<file path="config.mk">
export PLATFORM = sky130hd
export DESIGN_NAME = pattern_detect_ctrl
export DESIGN_NICKNAME = d
export VERILOG_FILES = /design/src/rtl/pattern_detect_pkg.sv /design/src/rtl/pattern_matcher.sv /design/src/rtl/pattern_detect_ctrl.sv
export SDC_FILE = /design/constraint.sdc
export NUM_CORES = 1
export LEC_CHECK = 0
export BUFFER_PORTS_ARGS = -buffer_cell sky130_fd_sc_hd__buf_2
export CAP_MARGIN = 30
export CORE_MARGIN = 5
export CORE_UTILIZATION = 28
export CTS_CLUSTER_SIZE = 14
export DETAILED_ROUTE_END_ITERATION = 12
export PLACE_DENSITY_LB_ADDON = 0.25
export SYNTH_ARGS = -nofsm -noshare
export SYNTH_HDL_FRONTEND = slang
export SYNTH_SLANG_ARGS = --single-unit
</file>
<file path="constraint.sdc">
create_clock -name clk -period 2.4 [get_ports clk]
set_input_delay 0.12 -clock clk [delete_from_list [all_inputs] [get_ports clk]]
set_output_delay 0.12 -clock clk [all_outputs]
set_load 0.01 [all_outputs]
</file>
<file path="src/rtl/pattern_detect_pkg.sv">
// Shared FSM encoding, parameter defaults and config-length check for the serial pattern detector.
// No logic of its own; no latency or backpressure.
package pattern_detect_pkg;

    localparam int MAX_LEN_DEF = 8;
    localparam int CNT_W_DEF   = 8;
    localparam int LEN_W       = 4;

    typedef enum logic [1:0] {
        ST_IDLE  = 2'd0,
        ST_ARMED = 2'd1,
        ST_DONE  = 2'd2
    } state_t;

    function automatic logic len_legal(input logic [LEN_W-1:0] len, input int max_len);
        return (len != '0) && (int'(len) <= max_len);
    endfunction

endpackage

</file>
<file path="src/rtl/pattern_matcher.sv">
// Serial history shift register, fill counter and length-masked compare against the pattern.
// hit is combinational on the post-shift view; no backpressure, one bit per shift.
module pattern_matcher
    import pattern_detect_pkg::*;
#(
    parameter int MAX_LEN = MAX_LEN_DEF
) (
    input  logic               clk,
    input  logic               rst,
    input  logic               clear,
    input  logic               shift,
    input  logic               data_in,
    input  logic [MAX_LEN-1:0] pattern,
    input  logic [LEN_W-1:0]   len,
    input  logic               overlap,
    output logic               hit
);

    localparam int                FILL_W   = $clog2(MAX_LEN + 1);
    localparam logic [FILL_W-1:0] FILL_MAX = FILL_W'(MAX_LEN);

    // Only MAX_LEN-1 past bits are stored; the incoming bit completes the window.
    logic [MAX_LEN-2:0] hist_q;
    logic [MAX_LEN-1:0] hist_nxt;
    logic [MAX_LEN-1:0] len_mask;
    logic [FILL_W-1:0]  fill_q;
    logic [FILL_W-1:0]  fill_inc;
    logic               fill_ok;
    logic               bits_eq;

    assign hist_nxt = {hist_q, data_in};
    assign fill_inc = (fill_q == FILL_MAX) ? fill_q : fill_q + FILL_W'(1);

    always_comb begin
        len_mask = '0;
        for (int i = 0; i < MAX_LEN; i++) begin
            len_mask[i] = (i < int'(len));
        end
    end

    assign fill_ok = (int'(fill_inc) >= int'(len));
    assign bits_eq = ((hist_nxt & len_mask) == (pattern & len_mask));
    assign hit     = shift && fill_ok && bits_eq;

    always_ff @(posedge clk or negedge rst) begin
        if (!rst) begin
            hist_q <= '0;
            fill_q <= '0;
        end else if (clear) begin
            hist_q <= '0;
            fill_q <= '0;
        end else if (shift) begin
            hist_q <= hist_nxt[MAX_LEN-2:0];
            fill_q <= (hit && !overlap) ? '0 : fill_inc;
        end
    end

endmodule

</file>
<file path="src/rtl/pattern_detect_ctrl.sv">
// Serial pattern detector control: config capture, IDLE/ARMED/DONE FSM, match counting and limit.
// match pulses 1 cycle after the accepting edge; cfg_ready drops while ARMED, data is never stalled.
module pattern_detect_ctrl
    import pattern_detect_pkg::*;
#(
    parameter int MAX_LEN = MAX_LEN_DEF,
    parameter int CNT_W   = CNT_W_DEF
) (
    input  logic               clk,
    input  logic               rst,
    input  logic               cfg_valid,
    output logic               cfg_ready,
    input  logic [MAX_LEN-1:0] cfg_pattern,
    input  logic [LEN_W-1:0]   cfg_len,
    input  logic               cfg_overlap,
    input  logic [CNT_W-1:0]   cfg_limit,
    input  logic               start,
    input  logic               stop,
    input  logic               data_valid,
    input  logic               data_in,
    output logic               busy,
    output logic               match,
    output logic [CNT_W-1:0]   match_count,
    output logic               done,
    output logic               cfg_err
);

    localparam logic [CNT_W-1:0] CNT_MAX = '1;

    state_t             state;
    logic               cfg_ok;
    logic [MAX_LEN-1:0] pat_q;
    logic [LEN_W-1:0]   len_q;
    logic               ovl_q;
    logic [CNT_W-1:0]   lim_q;
    logic [CNT_W-1:0]   count_q;
    logic               match_q;
    logic               cfg_err_q;

    logic               cfg_hs;
    logic               cfg_legal;
    logic               cfg_ok_eff;
    logic               start_go;
    logic               start_ok;
    logic               start_bad;
    logic               shift;
    logic               hit;
    logic [CNT_W-1:0]   count_inc;

    assign cfg_ready  = (state != ST_ARMED);
    assign cfg_hs     = cfg_valid && cfg_ready;
    assign cfg_legal  = len_legal(cfg_len, MAX_LEN);
    assign cfg_ok_eff = cfg_ok || (cfg_hs && cfg_legal);

    // In DONE an abort wins over a re-arm; in IDLE stop is meaningless so start proceeds.
    assign start_go  = start && ((state == ST_IDLE) || ((state == ST_DONE) && !stop));
    assign start_ok  = start_go && cfg_ok_eff;
    assign start_bad = start_go && !cfg_ok_eff;

    assign shift     = (state == ST_ARMED) && data_valid && !stop;
    assign count_inc = (count_q == CNT_MAX) ? count_q : count_q + CNT_W'(1);

    pattern_matcher #(
        .MAX_LEN (MAX_LEN)
    ) u_matcher (
        .clk     (clk),
        .rst     (rst),
        .clear   (start_ok),
        .shift   (shift),
        .data_in (data_in),
        .pattern (pat_q),
        .len     (len_q),
        .overlap (ovl_q),
        .hit     (hit)
    );

    always_ff @(posedge clk or negedge rst) begin
        if (!rst) begin
            state     <= ST_IDLE;
            cfg_ok    <= 1'b0;
            pat_q     <= '0;
            len_q     <= '0;
            ovl_q     <= 1'b0;
            lim_q     <= '0;
            count_q   <= '0;
            match_q   <= 1'b0;
            cfg_err_q <= 1'b0;
        end else begin
            match_q   <= 1'b0;
            cfg_err_q <= (cfg_hs && !cfg_legal) || start_bad;

            if (cfg_hs && cfg_legal) begin
                pat_q  <= cfg_pattern;
                len_q  <= cfg_len;
                ovl_q  <= cfg_overlap;
                lim_q  <= cfg_limit;
                cfg_ok <= 1'b1;
            end

            case (state)
                ST_IDLE: begin
                    if (start_ok) begin
                        state   <= ST_ARMED;
                        count_q <= '0;
                    end
                end
                ST_ARMED: begin
                    if (stop) begin
                        state <= ST_IDLE;
                    end else if (hit) begin
                        match_q <= 1'b1;
                        count_q <= count_inc;
                        if ((lim_q != '0) && (count_inc == lim_q)) begin
                            state <= ST_DONE;
                        end
                    end
                end
                ST_DONE: begin
                    if (stop) begin
                        state <= ST_IDLE;
                    end else if (start_ok) begin
                        state   <= ST_ARMED;
                        count_q <= '0;
                    end
                end
                default: state <= ST_IDLE;
            endcase
        end
    end

    assign busy        = (state == ST_ARMED);
    assign done        = (state == ST_DONE);
    assign match       = match_q;
    assign match_count = count_q;
    assign cfg_err     = cfg_err_q;

endmodule

</file>
-- Word level (Yosys, flattened, before mapping)
Index checks and enable logic that the tools add are counted.
- register bits: 45
- input port bits: 28
- output and inout port bits: 13
- logic and storage cells: 86
- $add $sub $neg: 2
- $lt $le $gt $ge: 10
- eq/ne operators: 12
- muxes and demuxes: 21
- bitwise operators: 2
- reduce and logical (&&, ||, !) cells: 28
- operator list (kind ; count):
    $mux W8 ; 5
    $pmux W8 S3 ; 1
    $and A8 B8 Y8 ; 2
    $eq A8 B8 Y1 ; 2
    $lt A3 B4 Y1 const A ; 4
    $mux W4 ; 4
    $logic_and A1 B1 Y1 ; 14
    $mux W7 ; 2
    $mux W2 ; 5
    $add A8 B1 Y8 const B ; 1
    $eq A8 B8 Y1 const B ; 1
    $lt A1 B4 Y1 const A ; 2
    $lt A2 B4 Y1 const A ; 2
    $reduce_bool A8 Y1 ; 1
    $ne A3 B2 Y1 const B ; 2
    $pmux W2 S3 ; 1
    $add A4 B1 Y4 const B ; 1
    $eq A4 B4 Y1 const B ; 1
    $ge A4 B4 Y1 ; 1
    $le A4 B4 Y1 const B ; 1
    $logic_not A1 Y1 ; 4
    $ne A2 B1 Y1 const B ; 2
    $ne A2 B2 Y1 const B ; 2
    $reduce_and A4 Y1 ; 1
    other kinds (9) ; 13

-- Longest topological paths before layout
Gate-level depths: netlist of the first run.
- depth in word-level cells: 9
- mapped depth: 14
- mapped depth without buffers: 13

-- Hierarchy
From an unflattened synthesis of the first run, not the netlist that was laid out.
- cells, all modules: 264
- area total of the unflattened synthesis: 2688.8 sq um
- modules (own cells, without submodules) (module ; times used ; cells each ; area an instance (sq um)):
    pattern_detect_ctrl ; 1 ; 177 ; 1850.5
    pattern_matcher ; 1 ; 87 ; 838.3

-- Worst setup path before layout of the first run
No wires, ideal clock.
- path kind: reg2reg
- from: register u_matcher.fill_q[0]
- to: register state[1]
- library setup time: 120 ps
- arrival time: 2241 ps
- required time: 2280 ps
- setup slack: 39 ps
- cell stages (with the launch flop): 14
- path buffers: 0
- clock period less this slack: 2361 ps
- cells stage by stage: dfrtp_1 -> inv_1 -> ha_1 -> nand2_1 -> nor2_1 -> xnor2_1 -> ha_1 -> nand2b_1 -> a211oi_1 -> o21bai_1 -> o2111ai_1 -> nor2_1 -> and4_1 -> a31o_2
- cells in the longest elaborated chain, start to end: 7
- ends and longest elaborated chain (element ; RTL line ; source):
    from (decl) ; pattern_matcher.sv:26 ; logic [FILL_W-1:0] fill_q;
    from (signal assigned) ; pattern_matcher.sv:54 ; fill_q <= (hit && !overlap) ? '0 : fill_inc;
    $add A4 B1 Y4 / $eq A4 B4 Y1 (equally long branches) ; pattern_matcher.sv:32 ; assign fill_inc = (fill_q == FILL_MAX) ? fill_q : fill_q + FILL_W'(1);
    $mux W4 (*) ; pattern_matcher.sv:32 ;
    $ge A4 B4 Y1 (*) ; pattern_matcher.sv:41 ; assign fill_ok = (int'(fill_inc) >= int'(len));
    $logic_and A1 B1 Y1 (*) (2 in a row) ; pattern_matcher.sv:43 ; assign hit = shift && fill_ok && bits_eq;
    $ne A3 B2 Y1 (no source line) (*) ; n/a ;
    $reduce_and A2 Y1 (no source line) (*) ; n/a ;
    to (signal assigned) ; pattern_detect_ctrl.sv:79 ; state <= ST_IDLE;
    to (signal assigned) ; pattern_detect_ctrl.sv:103 ; state <= ST_ARMED;
    to (signal assigned) ; pattern_detect_ctrl.sv:109 ; state <= ST_IDLE;
    to (decl) ; pattern_detect_ctrl.sv:30 ; state_t state;
Every way passes the cells marked *; elsewhere a longest branch is shown, timed or not.
A chain may end at the register's enable or synchronous reset.

-- Worst setup path after layout of the first run
- from: register u_matcher.fill_q[0]
- to: register u_matcher.fill_q[1]
- cells in the longest elaborated chain, start to end: 9
- ends and longest elaborated chain (element ; RTL line ; source):
    $add A4 B1 Y4 / $eq A4 B4 Y1 (equally long branches) ; pattern_matcher.sv:32 ;
    $mux W4 (*) ; pattern_matcher.sv:32 ;
    $ge A4 B4 Y1 ; pattern_matcher.sv:41 ;
    $logic_and A1 B1 Y1 (2 in a row) ; pattern_matcher.sv:43 ;
    $logic_and A1 B1 Y1 ; pattern_matcher.sv:54 ;
    $mux W4 (*) ; pattern_matcher.sv:54 ;
    $mux W4 (*) ; pattern_matcher.sv:52 ; end else if (shift) begin
    $mux W4 (*) ; pattern_matcher.sv:49 ; end else if (clear) begin
Every way passes the cells marked *; elsewhere a longest branch is shown, timed or not. The select of a mux whose other input is x is not followed.

==> summary.txt, run 1 <==
Timing
  • Relative slew slack: 0.653
  • # setup viols final: 4
  • Highest attainable clock frequency: 415 MHz
  • Smallest setup slack after layout: -0.00957 ns
  • Final slew viol count: 0
  • Unrepaired setup endpoints after global routing: yes
  • Actual transition at the worst max-transition pin: 0.519 ns
  • Number of endpoints with negative hold slack in the final report: 0
  • Clock Skews: 0.0133 ns
  • Share of the clock period used by the worst path: 1.00
  • Worst hold slack after final layout: 0.00755 ns
  • Final Critical Period: 2.41 ns

Final layout
  • Final non-filler cell total: 459
  • Final layout net count: 386
  • Antenna fix cells: 0
  • Fraction of final layout cells sized beyond drive strength 1: 0.308
  • Fillcell total: 921
  • Core utilization of the finished layout: 0.370
  • Area overhead of the layout relative to synthesis: 27.8%
  • Final Instance Area: 3260 sq um

Route
  • DR pass1 iterations: 5
  • Post-route DRC violation count: 0
  • Iteration-0 DRC Markers: 136
  • Detail-routed net length per standard cell: 14.6 um
  • Post-DR vias/cell: 4.84
  • Count of vias placed by the detailed router: 2221
  • Routed wire length: 6.72 mm
  • Antenna viol nets, final: 0

Critical path
  • Critical R2R Launch: u_matcher.fill_q[0]
  • Worst-path maximum fanout: 4
  • WP data required: 2.58 ns
  • Arr. time, crit path: 2.59 ns
  • Startpoint-to-endpoint class of the critical path: reg -> reg
  • Critical path startpoint category: flop
  • Launching element of the worst setup path: u_matcher.fill_q[0]
  • Crit end category: flop

Floorplanning
  • Horizontal die dimension: 105 um
  • Die Span Y: 105 um
  • Die footprint: 11100 sq um
  • Initial Utilization: 0.289
  • Ports placed on the boundary: 41
  • Floorplan core area: 8810 sq um
  • Number of rows created at floorplan: 34

GRT
  • Wire length of the first global-routing pass: 11.2 mm
  • Vias in the first global route: 2265
  • Pin count of the biggest net entering global routing: 27
  • Global Route Usage Sum: 0.123
  • Grt total ovfl: 0
  • Antenna violations before repair: 0

Logic synthesis
  • Number of register bits inferred by synthesis: 45
  • Post-synthesis sequential area ratio: 0.442
  • Post-Synthesis Mean Instance Area: 9.07 sq um
  • Cell Area, Synth: 2550 sq um
  • Asr flop ratio synth: 1.00
  • Library cell with the largest summed area after synthesis: sky130_fd_sc_hd__dfrtp_1
  • Library cell with the highest instance count after synthesis: sky130_fd_sc_hd__nand2_1
  • Number of unique standard cell types used by synthesis: 52
  • Warnings from Yosys: 0
  • Area fraction of the dominant cell type after synthesis: 0.442
  • Cell types with the highest counts after synthesis: sky130_fd_sc_hd__nand2_1 (76), sky130_fd_sc_hd__dfrtp_1 (45), sky130_fd_sc_hd__o21ai_0 (14)
  • Top post-synthesis cells by area: sky130_fd_sc_hd__dfrtp_1 (44%), sky130_fd_sc_hd__nand2_1 (11%), sky130_fd_sc_hd__ha_1 (3.4%)
  • Most used DFF post-synth: sky130_fd_sc_hd__dfrtp_1
  • Gate count after technology mapping: 281
  • Post-Synthesis Net Count: 316
  • Post-synth EDFFs: 0

Job
  • Max-cap viol count: 0

Placed design
  • Post-place instance area: 3060 sq um
  • Port Buffers: 40
  • Detail Placement HPWL: 5.08 mm
  • Placed instance count: 448
  • Final weighted congestion of routability-driven global placement: 0.831
  • Worst slack, placed: -0.0693 ns

Run status
  • Run status: finished with violations
  • Violations in the final reports: setup timing

CTS
  • Num CTS Buffers: 5
  • Clock-pin slew reported for the worst setup and hold paths after clock tree synthesis: 0.09 ns
  • Clock insertion delay at the later pin of the skew report: 0.30 ns
  • Count of H-tree levels built during CTS: 2
  • Cell at the root of the clock tree: sky130_fd_sc_hd__clkbuf_8
  • Number of buffers on the longest clock path: 2
  • CTS tree: built
  • Clock sink count: 45

Hold path
  • Hold crit path type: in -> reg
  • Hold Crit Start: cfg_limit[5]

Power and ir drop
  • Leakage power: 1.53 nW
  • Maximum vdd ir drop: 0.242 mV
  • Ratio of total power to cell area: 838 nW/um^2
-- layer usage --
metal / share of wire / vias to the layer above / global-route usage
met3: 0.037 / 2 / 0.0251
met5: 0 / - / 0
met4: 0.0060 / 0 / 0.0281
met1: 0.51 / 1056 / 0.178
met2: 0.45 / 40 / 0.188
li1: - / 1123 / -
-- final timing paths --
check / slack, ns / to / cells after the start
setup reg to reg: -0.01 / u_matcher.fill_q[1] / 12
min in group asynchronous: 0.30 / state[1] / 2
max in group asynchronous: 1.40 / u_matcher.hist_q[3] / 3
setup / recovery: -0.01 / u_matcher.fill_q[1] / 12
hold / removal: 0.008 / lim_q[5] / 3
hold reg to reg: 0.50 / cfg_err / 1
-- final cells by class --
| class | count | area [sq um] | share of cell area |
|---|---|---|---|
| Inverter | 11 | 41.3 | 0.0127 |
| Clock buffer | 6 | 82.6 | 0.0254 |
| Sequential cell | 45 | 1130 | 0.346 |
| Timing Repair Buffer | 72 | 458 | 0.141 |
| Multi-Input combinational cell | 216 | 1410 | 0.432 |
| Clock inverter | 1 | 7.51 | 0.00231 |
| Tap cell | 108 | 135 | 0.0415 |
-- power by group --
| part | total (mW) | switching (mW) | internal [mW] |
|---|---|---|---|
| combinational | 1.13 | 0.592 | 0.541 |
| sequential | 1.10 | 0.167 | 0.933 |
| clock | 0.497 | 0.269 | 0.228 |
-- metrics by stage --
| step | TNS, ns | power, mW |
|---|---|---|
| global placement | -0.0682 | 2.17 |
| floorplan | 0 | 1.75 |
| global route | -1.21 | 2.94 |
| finish | -0.0124 | 2.73 |
| detailed placement | -0.272 | 2.18 |
| CTS | 0 | 2.71 |
-- cells by family (layout without fill, tap and decap cells) --
kind of cell             Yosys count  in the layout  share of synthesized area
AND/OR/NAND/NOR                  124            124                      0.222
AO/OA/AOI/OAI                     61             61                      0.179
flip-flops                        45             45                      0.442
buffers and inverters             20             90                     0.0339
XOR/XNOR                          14             14                     0.0481
multiplexers                      10             10                     0.0413
adder cells (fa/ha/maj)            7              7                     0.0344
-- cell usage in the layout, fill, tap and decap left out, types with 3 or more instances in the layout --
cell type	Yosys	layout
sky130_fd_sc_hd__a21oi_1	11	8
sky130_fd_sc_hd__a21oi_2	2	5
sky130_fd_sc_hd__a22o_1	4	4
sky130_fd_sc_hd__a31oi_1	3	3
sky130_fd_sc_hd__and3_1	5	5
sky130_fd_sc_hd__buf_2	3	40
sky130_fd_sc_hd__buf_4	0	29
sky130_fd_sc_hd__clkbuf_8	0	6
sky130_fd_sc_hd__dfrtp_1	45	45
sky130_fd_sc_hd__ha_1	7	6
sky130_fd_sc_hd__inv_1	10	9
sky130_fd_sc_hd__mux2_2	4	4
sky130_fd_sc_hd__mux2i_1	6	5
sky130_fd_sc_hd__nand2_1	76	74
sky130_fd_sc_hd__nand2b_1	9	8
sky130_fd_sc_hd__nand3_1	6	6
sky130_fd_sc_hd__nor2_1	11	9
sky130_fd_sc_hd__nor3_1	5	4
sky130_fd_sc_hd__o21ai_0	14	14
sky130_fd_sc_hd__o31ai_1	4	4
sky130_fd_sc_hd__xnor2_1	6	5
sky130_fd_sc_hd__xor2_1	8	8
-- repair_timing --
action | in CTS | in global routing
cloned | 0 | 0
resized for setup | 2 | 16
endpoints found under the setup margin | 13 | 13
pin swaps | 0 | 3
hold buffers | 2 | 0
hold endpoints to repair | 20 | 0
setup buffers | 0 | 2
-- flip-flops by register name, indices dropped and copies added, names as in the netlist, 2 cells and up --
register          cells
lim_q                 8
len_q                 4
u_matcher.hist_q      7
pat_q                 8
state                 2
u_matcher.fill_q      4
match_count           8
-- critical path: stages, from the launching register on --
cell	delay, ns
sky130_fd_sc_hd__dfrtp_1	0.39
sky130_fd_sc_hd__inv_2	0.07
sky130_fd_sc_hd__ha_2	0.17
sky130_fd_sc_hd__nand2_2	0.08
sky130_fd_sc_hd__nor2_4	0.11
sky130_fd_sc_hd__xnor2_2	0.07
sky130_fd_sc_hd__ha_1	0.27
sky130_fd_sc_hd__nand2b_4	0.11
sky130_fd_sc_hd__a211oi_2	0.06
sky130_fd_sc_hd__o21bai_1	0.17
sky130_fd_sc_hd__o2111ai_2	0.21
sky130_fd_sc_hd__o31a_1	0.35
sky130_fd_sc_hd__a22o_1	0.25
Power figures use the tool's default switching activity.
==> run 2, diff against run 1 <==
--- a/config.mk
+++ b/config.mk
@@ -12,6 +12,7 @@
 export CTS_CLUSTER_SIZE = 14
 export DETAILED_ROUTE_END_ITERATION = 12
 export PLACE_DENSITY_LB_ADDON = 0.25
+export SKIP_CTS_REPAIR_TIMING = 1
 export SYNTH_ARGS = -nofsm -noshare
 export SYNTH_HDL_FRONTEND = slang
 export SYNTH_SLANG_ARGS = --single-unit
==> summary.txt, run 2 (synthesized netlist as in run 1, its figures left out) <==
CTS
  • Number of buffers on the longest clock path: 2
  • Count of H-tree levels built during CTS: 2
  • Clock-pin slew reported for the worst setup and hold paths after clock tree synthesis: 0.09 ns
  • Num CTS Buffers: 5
  • Clock insertion delay at the later pin of the skew report: 0.30 ns
  • Clock sink count: 45
  • Cell at the root of the clock tree: sky130_fd_sc_hd__clkbuf_8
  • CTS tree: built

Route
  • DR pass1 iterations: 5
  • Uppermost metal layer occupied by signal nets: met4
  • Post-DR vias/cell: 4.84
  • Iteration-0 DRC Markers: 113
  • Detail-routed net length per standard cell: 14.6 um
  • Post-route DRC violation count: 0
  • Antenna viol nets, final: 0
  • Routed met2 length: 2.99 mm
  • Routed met3 length: 269 um
  • Wl on met1: 3.39 mm
  • Count of vias placed by the detailed router: 2217
  • Routed wire length: 6.71 mm

Timing
  • Clock Skews: 0.0133 ns
  • Worst hold slack after final layout: 0.00403 ns
  • Final slew viol count: 0
  • Highest attainable clock frequency: 415 MHz
  • Share of the clock period used by the worst path: 1.00
  • Final Critical Period: 2.41 ns
  • Final TNS setup: -0.0157 ns
  • Smallest setup slack after layout: -0.0102 ns
  • # setup viols final: 4
  • Actual transition at the worst max-transition pin: 0.522 ns
  • Relative slew slack: 0.651
  • Number of endpoints with negative hold slack in the final report: 0
  • Unrepaired setup endpoints after global routing: yes

Critical path
  • Arr. time, crit path: 2.59 ns
  • WP data required: 2.58 ns
  • Number of cells traversed by the worst register-to-register path: 12
  • Worst-path maximum fanout: 4
  • RR Endpoint: u_matcher.fill_q[1]
  • Reg2reg setup slack: -0.01 ns
  • Critical R2R Launch: u_matcher.fill_q[0]
  • Critical path startpoint category: flop
  • Startpoint-to-endpoint class of the critical path: reg -> reg
  • Launching element of the worst setup path: u_matcher.fill_q[0]
  • Crit end category: flop

Job
  • Max-cap viol count: 0

Power and ir drop
  • Total power draw: 2.73 mW
  • Ratio of total power to cell area: 841 nW/um^2
  • Leakage power: 1.52 nW
  • Maximum vdd ir drop: 0.243 mV

Final layout
  • Area overhead of the layout relative to synthesis: 27.3%
  • Final layout net count: 385
  • Antenna fix cells: 0
  • Fraction of final layout cells sized beyond drive strength 1: 0.306
  • Leading cell type in the layout, fill and taps excluded: sky130_fd_sc_hd__nand2_1
  • Commonest non-fill, non-tap cells in the layout: sky130_fd_sc_hd__nand2_1 (74), sky130_fd_sc_hd__dfrtp_1 (45), sky130_fd_sc_hd__buf_2 (40)
  • Final Instance Area: 3240 sq um

Placed design
  • Detail Placement HPWL: 5.08 mm
  • Post-place instance area: 3060 sq um
  • Final weighted congestion of routability-driven global placement: 0.831
  • Worst slack, placed: -0.0693 ns
  • Port Buffers: 40

Hold path
  • Hold Crit Start: cfg_limit[4]
  • Hold crit path type: in -> reg
  • Hold path depth: 3
  • WHS Endpoint: lim_q[4]

GRT
  • Grt total ovfl: 0
  • Global Route Usage Sum: 0.122
  • Pin count of the biggest net entering global routing: 27
  • Vias in the first global route: 2249
  • Antenna violations before repair: 0
  • Wire length of the first global-routing pass: 11.1 mm

Floorplanning
  • Ports placed on the boundary: 41
  • Horizontal die dimension: 105 um
  • Initial Utilization: 0.289
  • Floorplan core area: 8810 sq um
  • Die footprint: 11100 sq um
  • Die Span Y: 105 um
  • Number of rows created at floorplan: 34

Run status
  • Violations in the final reports: setup timing
  • Run status: finished with violations
[run 2: changes by cell type in the layout (fill, tap and decap cells not counted), sizes merged]
cell	before	now
dlygate4sd3	2	1
[run 2: worst max path at each step]
stage                          endpoint
detailed placement             state[1]
global route        u_matcher.fill_q[1]
CTS                            state[1]
global placement               state[1]
finish              u_matcher.fill_q[1]
floorplan                      state[1]
[run 2: per-stage QoR]
| step | utilization | cells |
|---|---|---|
| detailed placement | 0.348 | 448 |
| finish | 0.368 | 458 |
| global route | 0.368 | 458 |
| CTS | 0.358 | 455 |
| global placement | 0.348 | 448 |
| floorplan | - | 281 |
[run 2: critical path, stage by stage (launching register included)]
cell and delay (ns):
sky130_fd_sc_hd__dfrtp_1 0.39, sky130_fd_sc_hd__inv_2 0.07, sky130_fd_sc_hd__ha_2 0.17, sky130_fd_sc_hd__nand2_2 0.08
sky130_fd_sc_hd__nor2_4 0.11, sky130_fd_sc_hd__xnor2_2 0.07, sky130_fd_sc_hd__ha_1 0.27, sky130_fd_sc_hd__nand2b_4 0.11
sky130_fd_sc_hd__a211oi_2 0.06, sky130_fd_sc_hd__o21bai_1 0.17, sky130_fd_sc_hd__o2111ai_2 0.21, sky130_fd_sc_hd__o31a_1 0.35
sky130_fd_sc_hd__a22o_1 0.25
[run 2: final cells by class]
class	count	area, sq um
Clock buffer	6	82.6
Clock inverter	1	7.51
Fill cell	921	5560
Inverter	11	41.3
Multi-Input combinational cell	216	1400
Sequential cell	45	1130
Tap cell	108	135
Timing Repair Buffer	71	448
[run 2: routing by layer]
| metal | vias to the layer above | global-route usage |
|---|---|---|
| met5 | - | 0 |
| met3 | 4 | 0.0251 |
| met4 | 0 | 0.0281 |
| li1 | 1121 | - |
| met2 | 45 | 0.186 |
| met1 | 1047 | 0.177 |
[run 2: power breakdown]
group / internal [mW] / switching (mW) / total [mW]
clock network: 0.228 / 0.268 / 0.497
registers: 0.933 / 0.167 / 1.10
logic: 0.538 / 0.591 / 1.13
==> run 3, diff against run 2 <==
--- a/config.mk
+++ b/config.mk
@@ -5,10 +5,10 @@
 export SDC_FILE = /design/constraint.sdc
 export NUM_CORES = 1
 export LEC_CHECK = 0
-export BUFFER_PORTS_ARGS = -buffer_cell sky130_fd_sc_hd__buf_2
+export BUFFER_PORTS_ARGS = -buffer_cell sky130_fd_sc_hd__buf_4
 export CAP_MARGIN = 30
 export CORE_MARGIN = 5
-export CORE_UTILIZATION = 28
+export CORE_UTILIZATION = 45
 export CTS_CLUSTER_SIZE = 14
 export DETAILED_ROUTE_END_ITERATION = 12
 export PLACE_DENSITY_LB_ADDON = 0.25
==> summary.txt, run 3 (synthesized netlist as in run 1, its figures left out) <==
CTS
  • CTS tree: built
  • Number of buffers on the longest clock path: 2
  • Clock-pin slew reported for the worst setup and hold paths after clock tree synthesis: 0.09 ns
  • Num CTS Buffers: 5
  • Clock sink count: 45
  • Clock insertion delay at the later pin of the skew report: 0.31 ns
  • Count of H-tree levels built during CTS: 2
  • Cell at the root of the clock tree: sky130_fd_sc_hd__clkbuf_8

Timing
  • Actual transition at the worst max-transition pin: 0.559 ns
  • Highest attainable clock frequency: 399 MHz
  • Unrepaired setup endpoints after global routing: yes
  • Share of the clock period used by the worst path: 1.04
  • # setup viols final: 9
  • Relative slew slack: 0.627
  • Worst hold slack after final layout: -0.00123 ns
  • Clock Skews: 0.00695 ns
  • Number of endpoints with negative hold slack in the final report: 2
  • Final slew viol count: 0
  • Smallest setup slack after layout: -0.106 ns
  • Final Critical Period: 2.51 ns

Power and ir drop
  • Int Power: 1.88 mW
  • Clock power share: 0.209
  • Sw Share: 0.359
  • Proportion of power drawn by flip-flops and latches: 0.375
  • Maximum vdd ir drop: 0.453 mV
  • Net switching power: 1.05 mW
  • Leakage power: 1.61 nW
  • Ratio of total power to cell area: 858 nW/um^2
  • Combinational Power Share: 0.416

Floorplanning
  • Die Span Y: 85.2 um
  • Floorplan core area: 5510 sq um
  • Initial Utilization: 0.463
  • Die footprint: 7270 sq um
  • Ports placed on the boundary: 41
  • Number of rows created at floorplan: 27
  • Horizontal die dimension: 85.2 um

Run status
  • Run status: finished with violations
  • Violations in the final reports: hold timing, setup timing

Critical path
  • Critical path startpoint category: flop
  • Slowest stage cell on the critical path: sky130_fd_sc_hd__o31a_1
  • Chain of cells forming the critical path: inv_2 -> ha_4 -> nand2_4 -> nor2_4 -> xnor2_2 -> ha_1 -> nand2b_4 -> a211oi_2 -> o21bai_1 -> o2111ai_2 -> o31a_1 -> a22o_1
  • Arr. time, crit path: 2.70 ns
  • Startpoint-to-endpoint class of the critical path: reg -> reg
  • WP data required: 2.59 ns
  • Worst-path maximum fanout: 4
  • Crit end category: flop
  • Delay of the slowest cell on the worst path: 0.41 ns

Route
  • Post-DR vias/cell: 5.35
  • Post-route DRC violation count: 0
  • Iteration-0 DRC Markers: 123
  • Count of vias placed by the detailed router: 2308
  • DR pass1 iterations: 4
  • Antenna viol nets, final: 0
  • Detail-routed net length per standard cell: 14.9 um
  • Routed wire length: 6.41 mm

Final layout
  • Final Instance Area: 3410 sq um
  • Antenna fix cells: 0
  • Final layout net count: 393
  • Leading cell type in the layout, fill and taps excluded: sky130_fd_sc_hd__nand2_1
  • Fillcell total: 477
  • Area of the multi-input gates: 1410 sq um
  • Fraction of final layout cells sized beyond drive strength 1: 0.309
  • Commonest non-fill, non-tap cells in the layout: sky130_fd_sc_hd__nand2_1 (74), sky130_fd_sc_hd__buf_4 (69), sky130_fd_sc_hd__dfrtp_1 (45)
  • Area overhead of the layout relative to synthesis: 34.0%
  • Sequential Area: 1130 sq um

GRT
  • Antenna violations before repair: 0
  • Wire length of the first global-routing pass: 10.7 mm
  • Vias in the first global route: 2263
  • Grt total ovfl: 0
  • Pin count of the biggest net entering global routing: 46
  • Global Route Usage Sum: 0.182

Hold path
  • Hold crit path type: in -> reg

Placed design
  • Detail Placement HPWL: 4.72 mm
  • Worst slack, placed: -0.138 ns
  • Post-place instance area: 3130 sq um
  • Port Buffers: 40
  • Final weighted congestion of routability-driven global placement: 0.874

Job
  • Max-cap viol count: 0
[run 3: final timing paths]
check / to / from / slack, ns / cells past startpoint
setup / recovery: u_matcher.fill_q[1] / u_matcher.fill_q[0] / -0.11 / 12
hold / removal: lim_q[0] / cfg_limit[0] / -0.001 / 3
setup reg to reg: u_matcher.fill_q[1] / u_matcher.fill_q[0] / -0.11 / 12
hold reg to reg: pat_q[0] / pat_q[0] / 0.50 / 2
max in group asynchronous: len_q[1] / rst / 1.68 / 2
min in group asynchronous: u_matcher.fill_q[3] / rst / 0.34 / 2
[run 3: routing by layer]
layer  routed length, um  track usage
met1                2920        0.243
met2                2970        0.283
met3                 382       0.0456
met4                 135       0.0705
met5                   0            0
[run 3: power by group through the flow]
| stage | Clock [mW] | Sequential [mW] | Combinational [mW] |
|---|---|---|---|
| 2_1_floorplan | 0 | 1.12 | 0.628 |
| 3_3_place_gp | 0 | 1.10 | 1.09 |
| 3_5_place_dp | 0 | 1.11 | 1.11 |
| 4_1_cts | 0.630 | 1.09 | 1.12 |
| 5_1_grt | 0.661 | 1.12 | 1.34 |
| 6_report | 0.611 | 1.10 | 1.22 |
[run 3: worst max-delay path: cells and delay by family (launching register included)]
kind                       cells  cell delay [ns]
DFF                            1             0.40
AOI/OAI and AO/OA              5             1.10
and+or+nand+nor                3             0.29
buffers and inverters          1             0.08
adders and majority gates      2             0.42
xor gates and xnor gates       1             0.09
[run 3: layout make-up]
cell class / instances / area share
multi-input cells: 216 / 0.414
flip-flops and latches: 45 / 0.330
repair buffers: 79 / 0.182
well taps: 72 / 0.0264
clock buffers: 6 / 0.0242
inverters: 11 / 0.0121
clock inverters: 2 / 0.0110
[run 3: stage by stage]
step | total power [mW] | util | setup TNS [ns] | hold WS, ns | cells
after global placement | 2.20 | 0.568 | -0.00809 | 0.155 | 415
final | 2.93 | 0.620 | -0.432 | -0.00123 | 431
after global routing | 3.13 | 0.620 | -2.53 | 0.00109 | 431
after CTS | 2.85 | 0.589 | -1.75 | -0.183 | 423
after detailed placement | 2.22 | 0.568 | -1.08 | 0.160 | 415
after floorplan | 1.75 | - | 0 | -0.176 | 281
